<file path="src/rtl/minilab_pkg.sv">
// Shared Minilab1 definitions: default array geometry and the loader FSM state type.
package minilab_pkg;
    localparam int DATA_WIDTH = 8;
    localparam int NUM_ROWS   = 8;
    localparam int ROW_LEN    = 8;

    typedef enum logic [2:0] {
        IDLE,
        REQ,
        WAIT,
        DRAIN,
        DONE
    } loader_state_t;
endpackage

</file>
<file path="src/rtl/row_serializer.sv">
// Row serializer: latches one memory word and emits its elements LSB-first to one target FIFO.
// Latency: first element one cycle after load, then one element per cycle.
// Backpressure: the target's full flag gates wrreq in the same cycle and holds the element.
module row_serializer
    import minilab_pkg::*;
#(
    parameter int DATA_WIDTH = minilab_pkg::DATA_WIDTH,
    parameter int ROW_LEN    = minilab_pkg::ROW_LEN,
    parameter int NUM_FIFOS  = minilab_pkg::NUM_ROWS + 1
) (
    input  logic                          clk,
    input  logic                          rst_n,
    input  logic                          load,
    input  logic [DATA_WIDTH*ROW_LEN-1:0] row_dat,
    input  logic [NUM_FIFOS-1:0]          tgt_sel,
    input  logic [NUM_FIFOS-1:0]          fifo_wrfull,
    output logic [DATA_WIDTH-1:0]         fifo_data,
    output logic [NUM_FIFOS-1:0]          fifo_wrreq,
    output logic                          last
);
    localparam int IDX_W = (ROW_LEN > 1) ? $clog2(ROW_LEN) : 1;

    logic [DATA_WIDTH*ROW_LEN-1:0] row_q;
    logic [IDX_W-1:0]              idx_q;
    logic                          vld_q;
    logic [NUM_FIFOS-1:0]          tgt_q;
    logic                          stall;
    logic                          fire;

    // Full is sampled in the write cycle itself, so it masks the registered strobe directly.
    assign stall      = |(tgt_q & fifo_wrfull);
    assign fire       = vld_q & ~stall;
    assign fifo_wrreq = fire ? tgt_q : '0;
    assign fifo_data  = row_q[DATA_WIDTH-1:0];
    assign last       = fire && (idx_q == IDX_W'(ROW_LEN - 1));

    always_ff @(posedge clk or negedge rst_n) begin
        if (!rst_n) begin
            row_q <= '0;
            idx_q <= '0;
            vld_q <= 1'b0;
            tgt_q <= '0;
        end else if (load) begin
            row_q <= row_dat;
            idx_q <= '0;
            vld_q <= 1'b1;
            tgt_q <= tgt_sel;
        end else if (fire) begin
            row_q <= row_q >> DATA_WIDTH;
            idx_q <= idx_q + 1'b1;
            if (last) begin
                vld_q <= 1'b0;
            end
        end
    end
endmodule

</file>
<file path="src/rtl/matrix_fifo_loader.sv">
// Loads NUM_ROWS A rows plus one B row from Avalon-MM into per-row FIFOs; optional MINILAB_LOAD_CYCLES_EN cycle counter.
// Latency: 10 cycles per word unstalled, done in cycle 91 for 8x8 bytes.
// Backpressure: waitrequest holds the read, fifo_wrfull holds the current element; each adds one cycle.
module matrix_fifo_loader
    import minilab_pkg::*;
#(
    parameter int                  DATA_WIDTH = minilab_pkg::DATA_WIDTH,
    parameter int                  NUM_ROWS   = minilab_pkg::NUM_ROWS,
    parameter int                  ROW_LEN    = minilab_pkg::ROW_LEN,
    parameter int                  ADDR_WIDTH = 32,
    parameter logic [ADDR_WIDTH-1:0] BASE_ADDR = '0
) (
    input  logic                          clk,
    input  logic                          rst_n,
    input  logic                          start,
    output logic                          busy,
    output logic                          done,
    output logic [ADDR_WIDTH-1:0]         avm_address,
    output logic                          avm_read,
    input  logic [DATA_WIDTH*ROW_LEN-1:0] avm_readdata,
    input  logic                          avm_readdatavalid,
    input  logic                          avm_waitrequest,
    output logic [DATA_WIDTH-1:0]         fifo_data,
    output logic [NUM_ROWS:0]             fifo_wrreq,
    input  logic [NUM_ROWS:0]             fifo_wrfull,
    output logic [15:0]                   load_cycles
);
    localparam int NF  = NUM_ROWS + 1;
    localparam int W_W = $clog2(NF);

    loader_state_t  state_q;
    logic [W_W-1:0] word_q;
    logic [NF-1:0]  tgt_sel;
    logic           ser_load;
    logic           ser_last;

    assign tgt_sel  = NF'(1) << word_q;
    assign ser_load = (state_q == WAIT) && avm_readdatavalid;

    row_serializer #(
        .DATA_WIDTH (DATA_WIDTH),
        .ROW_LEN    (ROW_LEN),
        .NUM_FIFOS  (NF)
    ) u_ser (
        .clk         (clk),
        .rst_n       (rst_n),
        .load        (ser_load),
        .row_dat     (avm_readdata),
        .tgt_sel     (tgt_sel),
        .fifo_wrfull (fifo_wrfull),
        .fifo_data   (fifo_data),
        .fifo_wrreq  (fifo_wrreq),
        .last        (ser_last)
    );

    always_ff @(posedge clk or negedge rst_n) begin
        if (!rst_n) begin
            state_q     <= IDLE;
            word_q      <= '0;
            busy        <= 1'b0;
            done        <= 1'b0;
            avm_read    <= 1'b0;
            avm_address <= '0;
        end else begin
            case (state_q)
                IDLE: begin
                    done <= 1'b0;
                    if (start) begin
                        state_q     <= REQ;
                        word_q      <= '0;
                        busy        <= 1'b1;
                        avm_read    <= 1'b1;
                        avm_address <= BASE_ADDR;
                    end
                end
                REQ: begin
                    if (!avm_waitrequest) begin
                        avm_read <= 1'b0;
                        state_q  <= WAIT;
                    end
                end
                WAIT: begin
                    if (avm_readdatavalid) begin
                        state_q <= DRAIN;
                    end
                end
                DRAIN: begin
                    if (ser_last) begin
                        if (word_q == W_W'(NUM_ROWS)) begin
                            state_q <= DONE;
                            busy    <= 1'b0;
                            done    <= 1'b1;
                        end else begin
                            word_q      <= word_q + 1'b1;
                            state_q     <= REQ;
                            avm_read    <= 1'b1;
                            avm_address <= BASE_ADDR + ADDR_WIDTH'(word_q) + ADDR_WIDTH'(1);
                        end
                    end
                end
                DONE: begin
                    done    <= 1'b0;
                    state_q <= IDLE;
                end
                default: state_q <= IDLE;
            endcase
        end
    end

`ifdef MINILAB_LOAD_CYCLES_EN
    logic [15:0] cnt_q;

    // Every non-IDLE cycle counts, so the DONE cycle lands in the total.
    always_ff @(posedge clk or negedge rst_n) begin
        if (!rst_n) begin
            cnt_q <= '0;
        end else if (state_q == IDLE) begin
            if (start) begin
                cnt_q <= '0;
            end
        end else if (cnt_q != 16'hFFFF) begin
            cnt_q <= cnt_q + 16'd1;
        end
    end

    assign load_cycles = cnt_q;
`else
    assign load_cycles = '0;
`endif
endmodule

</file>
<file path="config.mk">
export PLATFORM = sky130hd
export DESIGN_NAME = matrix_fifo_loader
export DESIGN_NICKNAME = d
export VERILOG_FILES = /design/src/rtl/minilab_pkg.sv /design/src/rtl/row_serializer.sv /design/src/rtl/matrix_fifo_loader.sv
export SDC_FILE = /design/constraint.sdc
export NUM_CORES = 1
export LEC_CHECK = 0
export CORE_MARGIN = 1
export CORE_UTILIZATION = 40
export CTS_BUF_LIST = sky130_fd_sc_hd__clkbuf_4
export CTS_CLUSTER_SIZE = 12
export DETAILED_ROUTE_END_ITERATION = 8
export HOLD_SLACK_MARGIN = 0.08
export PLACE_DENSITY = 0.8
export REMOVE_ABC_BUFFERS = 1
export SLEW_MARGIN = 20
export SYNTH_ARGS = -nofsm -noshare
export SYNTH_HDL_FRONTEND = slang
export SYNTH_SLANG_ARGS = --single-unit
</file>
<file path="constraint.sdc">
create_clock -name clk -period 1.7 [get_ports clk]
set_input_delay 0.17 -clock clk [delete_from_list [all_inputs] [get_ports clk]]
set_output_delay 0.17 -clock clk [all_outputs]
set_load 0.005 [all_outputs]
</file>
======== After elaboration in Yosys (flattened, before gate mapping) ========
Cells that the tools add are included.
operators by class
  shifts and indexed selects .............. 1
  bitwise logic cells ..................... 3
  $add $sub $neg .......................... 3
  equality and inequality tests ........... 12
  muxes and demuxes ....................... 33
  reductions and logical operators ........ 16
operators with widths
  cell                 number
  $mux 64              2
  $mux 32              3
  $pmux 32 s2          1
  $mux 3               7
  $mux 4               3
  $ne 2x2->1 const B   6
  $pmux 3 s4           1
  $reduce_and 4->1     3
  $mux 1               11
  $and 9x9->9          1
  $mux 9               1
  $reduce_or 9->1      1
  $shl 1x4->9 const A  1
  $pmux 4 s2           1
  $reduce_bool 2->1    4
  $eq 3x2->1 const B   2
  $eq 3x3->1 const B   2
  $add 4x1->5 const B  1
  $reduce_and 5->1     1
  $add 4x1->4 const B  1
  $eq 4x4->1 const B   1
  $pmux 1 s2           2
  $add 3x1->3 const B  1
  $eq 3x1->1 const B   1
  other kinds (9)      10
storage, ports and cells
  register bits ........................... 119
  output and inout port bits .............. 68

======== Logic depth before layout (Yosys ltp) ========
  word-level depth ........................ 8
  mapped depth ............................ 7
  gate-level depth less buffers ........... 7

======== Cells and area by module ========
From an unflattened synthesis, not the netlist that was laid out.
unflattened totals
  cells, all modules ...................... 477
  area total of the unflattened synthesis .. 4,765.8 µm²
by module, submodules not included
  module              instances  cells each  seq. area each (µm²)  area each (µm²)
  row_serializer      1          363         1,926.8               3,707.3
  matrix_fifo_loader  1          114         275.3                 1,058.5

======== Worst setup path before layout ========
Ideal clock, no wire load.
  path kind ............................... reg2reg
  from .................................... register word_q[0]
  to ...................................... register word_q[0]
  cell stages (with the launch flop) ...... 7
  library setup time ...................... 0.125 ns
  buffers on the path ..................... 0
  period minus slack after synthesis ...... 1.734 ns
  arrival ................................. 1.609 ns
  setup slack ............................. -0.034 ns
  cells stage by stage .................... dfrtp_1 -> inv_1 -> ha_1 -> and3b_1 -> nor4_4 -> nor2_1 -> mux2_2
between the ends
  cells in the longest elaborated chain, start to end .. 4
  elaborated cells between the ends (all ways) .. 7
  those cells by class .................... add/sub: 1; eq/ne: 2; mux: 3; reduce/logical: 1
RTL lines
  item                    line                      source
  from (decl)             matrix_fifo_loader.sv:32  logic [W_W-1:0] word_q;
  from (signal assigned)  matrix_fifo_loader.sv:94  word_q <= word_q + 1'b1;
  $add 4x1->4             matrix_fifo_loader.sv:94
  $mux 4                  matrix_fifo_loader.sv:89  if (word_q == W_W'(NUM_ROWS)) begin
  $mux 4                  matrix_fifo_loader.sv:88  if (ser_last) begin
  $pmux 4 s2              matrix_fifo_loader.sv:65  case (state_q)
Parallel ways exist; a longest one is shown, timed or not. The select of a mux whose other input is x is not followed.
A chain may end at the register's enable or synchronous reset.

======== Worst setup path in the final report ========
  from .................................... register u_ser.tgt_q[0]
  to ...................................... register word_q[1]
between the ends
  cells in the longest elaborated chain, start to end .. 7
RTL lines
  item                               line                  source
  from (decl)                        row_serializer.sv:26  logic [NUM_FIFOS-1:0] tgt_q;
  from (signal assigned)             row_serializer.sv:47  tgt_q <= tgt_sel;
  $and 9x9->9                        row_serializer.sv:31  assign stall = |(tgt_q & fifo_wrfull);
  $reduce_or 9->1                    row_serializer.sv:31
  $not 1->1                          row_serializer.sv:32  assign fire = vld_q & ~stall;
  $and 1x1->1                        row_serializer.sv:32
  $logic_and 1x1->1                  row_serializer.sv:35  assign last = fire && (idx_q == IDX_W'(ROW_LEN - 1));
  $ne 2x2->1 (no source line)        --
  $reduce_and 4->1 (no source line)  --
Every way passes these cells.

==> flow_metrics.tcl <==
set metrics [dict create \
    r2r_end "word_q[1]$_DFFE_PN0P_" \
    cts_tree "built" \
    clock-sinks 88 \
    critical_path.max_stage_delay_ps 420 \
    yosysWarningCount 0 \
    critPathMaxFanout 3 \
    nets 691 \
    crit_buf_inv 3 \
    core_um2 11000 \
    relSlewSlack_pct 65.3 \
    fin_ws_ps -206 \
    crit_start "u_ser.tgt_q[0]$_DFFE_PN0P_" \
    fin_crit_ps 1910 \
    grt_usage_pct 18.6 \
    numCtsBuffers 9 \
    yosys-top-cells-area "dfrtp_1 48%, mux2i_1 13%, buf_4 9.2%" \
    clockBufferDepth 2 \
    synth_seq_cells 88 \
    max_freq_ghz 0.525 \
    regArea_um2 2200 \
    min_path_type "in -> async" \
    crit_path_start_kind "register" \
    ios 146 \
    ys_seq_area_share_pct 48.2 \
    syn_avg_cell_area_um2 9.82 \
    fin_skew_ps 22.6 \
    portBuffers 102 \
    end_kind "register" \
    multi_input_area_um2 2090 \
    grt_max_degree 40 \
    synth_cell_type_count 36 \
    synthCells 465 \
    clk_pin_slew_worst_paths_ps 150 \
    drtIter0Drc 171 \
    synth_edf_count 0 \
    violations "setup timing" \
    overflow 0 \
    cts_max_level 3 \
    finish.utilization_pct 58.1 \
    finalSetupTns_ps -8220 \
    routabilityCongestion 0.838 \
    finalSetupViolCount 80 \
    root_buffer "clkbuf_4" \
    path_cells "a22oi_2 -> nand4_4 -> buf_4 -> buf_6 -> nor4_4 -> buf_4 -> mux2_4" \
    die_x_um 109 \
    setup.worst_path.end "word_q[1]$_DFFE_PN0P_" \
    die_h_um 109 \
    critPathTopFamily "buffers and inverters" \
    drc 0 \
    async_flop_share_pct 100 \
    grt_first_pass_wirelength_um 17000 \
    die-area_um2 11800 \
    antenna_found_initial 0 \
    viasPerCell 4.79 \
    worstReg2RegStart "u_ser.tgt_q[0]$_DFFE_PN0P_" \
    drv_slew 0 \
    r2r_slack_ps -210 \
    dr_total_vias 3590 \
    diodes 0 \
    hold_viol 0 \
    fillCellCount 950 \
    max-vdd-ir-drop_v 0.000291 \
    hpwl_um 7090 \
    synth_top_cell_area_share_pct 48.2 \
    arrival_ps 2240 \
    holdWs_ps 217 \
    synth_ff_type "dfrtp_1" \
    areaGrowthSynthToFinish_pct 39.7 \
    required_ps 2030 \
    dr.pass1.iters 4 \
    synth_area_leader_cell "dfrtp_1" \
    rows 38 \
    cp.depth 7 \
    reg2reg_depth 7 \
    postRouteAntennaNets 0 \
    final_layout_size_suffix_gt1_share_pct 18.2 \
    rsz0062_at_grt "true" \
    netlist_area_um2 4570 \
    dp_slack_ps -333 \
    routed_wl_um 10600 \
    grt_pass1_vias 3596 \
    outcome "finished, violations left" \
    path_class "reg -> reg" \
    wire_per_inst_um 14.1 \
    cap_violations 0 \
    worst_slew_pin_slew_ps 520 \
    start_util_pct 41.6 \
    cp_common_cell "buf_4" \
    powerDensity_nw_per_um2 579 \
    slowest_stage "dfrtp_1" \
    leakage_nw 2.81 \
    clk_latency_ps 450 \
    p_total_mw 3.70 \
    timing.final.crit_share_pct 112 \
]
[worst min path at each step]
stage	end	cells after the start	slack, ps
final	u_ser.row_q[37]$_DFFE_PN0P_	2	220
after global routing	u_ser.row_q[6]$_DFFE_PN0P_	3	230
after CTS	u_ser.row_q[37]$_DFFE_PN0P_	2	210
after detailed placement	u_ser.row_q[37]$_DFFE_PN0P_	1	180
after global placement	u_ser.row_q[37]$_DFFE_PN0P_	1	180
after floorplan	avm_address[3]$_DFFE_PN0P_	0	-130
[cell usage after synthesis (2+ instances only)]
master and number:
nand3b_1 2, o21ai_0 11, and3_1 2, nor3_1 2
clkbuf_1 8, o21ai_1 57, a21o_1 2, nand3_1 12
and2_1 9, buf_2 12, mux2i_1 59, a22oi_2 2
a22oi_1 2, o31ai_1 2, dfrtp_1 88, inv_1 5
nand2_1 98, and3b_1 2, mux2_2 3, buf_4 56
ha_1 8, nor2_1 9
[metrics by stage]
step	cell area (um^2)	std cells
detailed placement	5840	713
CTS	6280	745
finish	6380	750
global route	6380	750
global placement	5840	713
floorplan	4210	431
[layout make-up]
class	count	share of cell area, %
flip-flops and latches	88	34.5
multi-input cells	338	32.7
repair buffers	163	27.2
well taps	140	2.75
clock inverters	7	1.47
clock buffers	9	1.06
inverters	5	0.294
[repair_timing]
item	4_1_cts	5_1_grt
endpoints found under the setup margin	74	82
pin swaps	14	16
gates resized for setup	62	34
setup buffers	11	10
endpoints found under the hold margin	37	0
hold buffers	1	0
cloned	5	0
[per-layer routing]
metal	vias to the layer above	wire length (um)	track usage (%)
met3	14	423	2.99
met4	0	159	7.14
met1	1727	4550	22.8
li1	1760	-	-
met5	-	0	0
met2	89	5460	32.6
[placed cells by master, fill, tap and decap left out, types with 11 or more instances in the layout]
cell	n
buf_12	14
buf_4	34
buf_6	17
clkdlybuf4s50_1	92
conb_1	43
dfrtp_1	88
mux2i_1	53
nand2_1	98
nand3_1	11
o21ai_1	58
[flip-flops by register name, indices dropped and copies added, names as in the netlist]
register and cells:
u_ser.idx_q 3, word_q 3, avm_read 1, avm_address 2, u_ser.vld_q 1, u_ser.tgt_q 9, state_q 3, done 1
busy 1, u_ser.row_q 64
[power breakdown]
part	internal [mW]	switching [mW]	total, mW	leakage (nW)
combinational	0.163	0.0950	0.258	1.52
clock	0.600	0.745	1.35	0.0860
sequential	2.09	0	2.09	1.20
total	2.86	0.840	3.70	2.81
[cells by family (layout without fill, tap and decap cells)]
logic type / count (synthesis) / after routing / synth area share [%]
AOI/OAI and AO/OA: 82 / 82 / 9.92
DFF: 88 / 88 / 48.2
muxes: 62 / 62 / 13.7
and+or+nand+nor: 142 / 142 / 14.1
adders and majority gates: 8 / 8 / 2.19
buffers and inverters: 81 / 184 / 11.6
other: 1 / 43 / 0.0821
xor gates and xnor gates: 1 / 1 / 0.192
(Power assumes the default switching activity.)
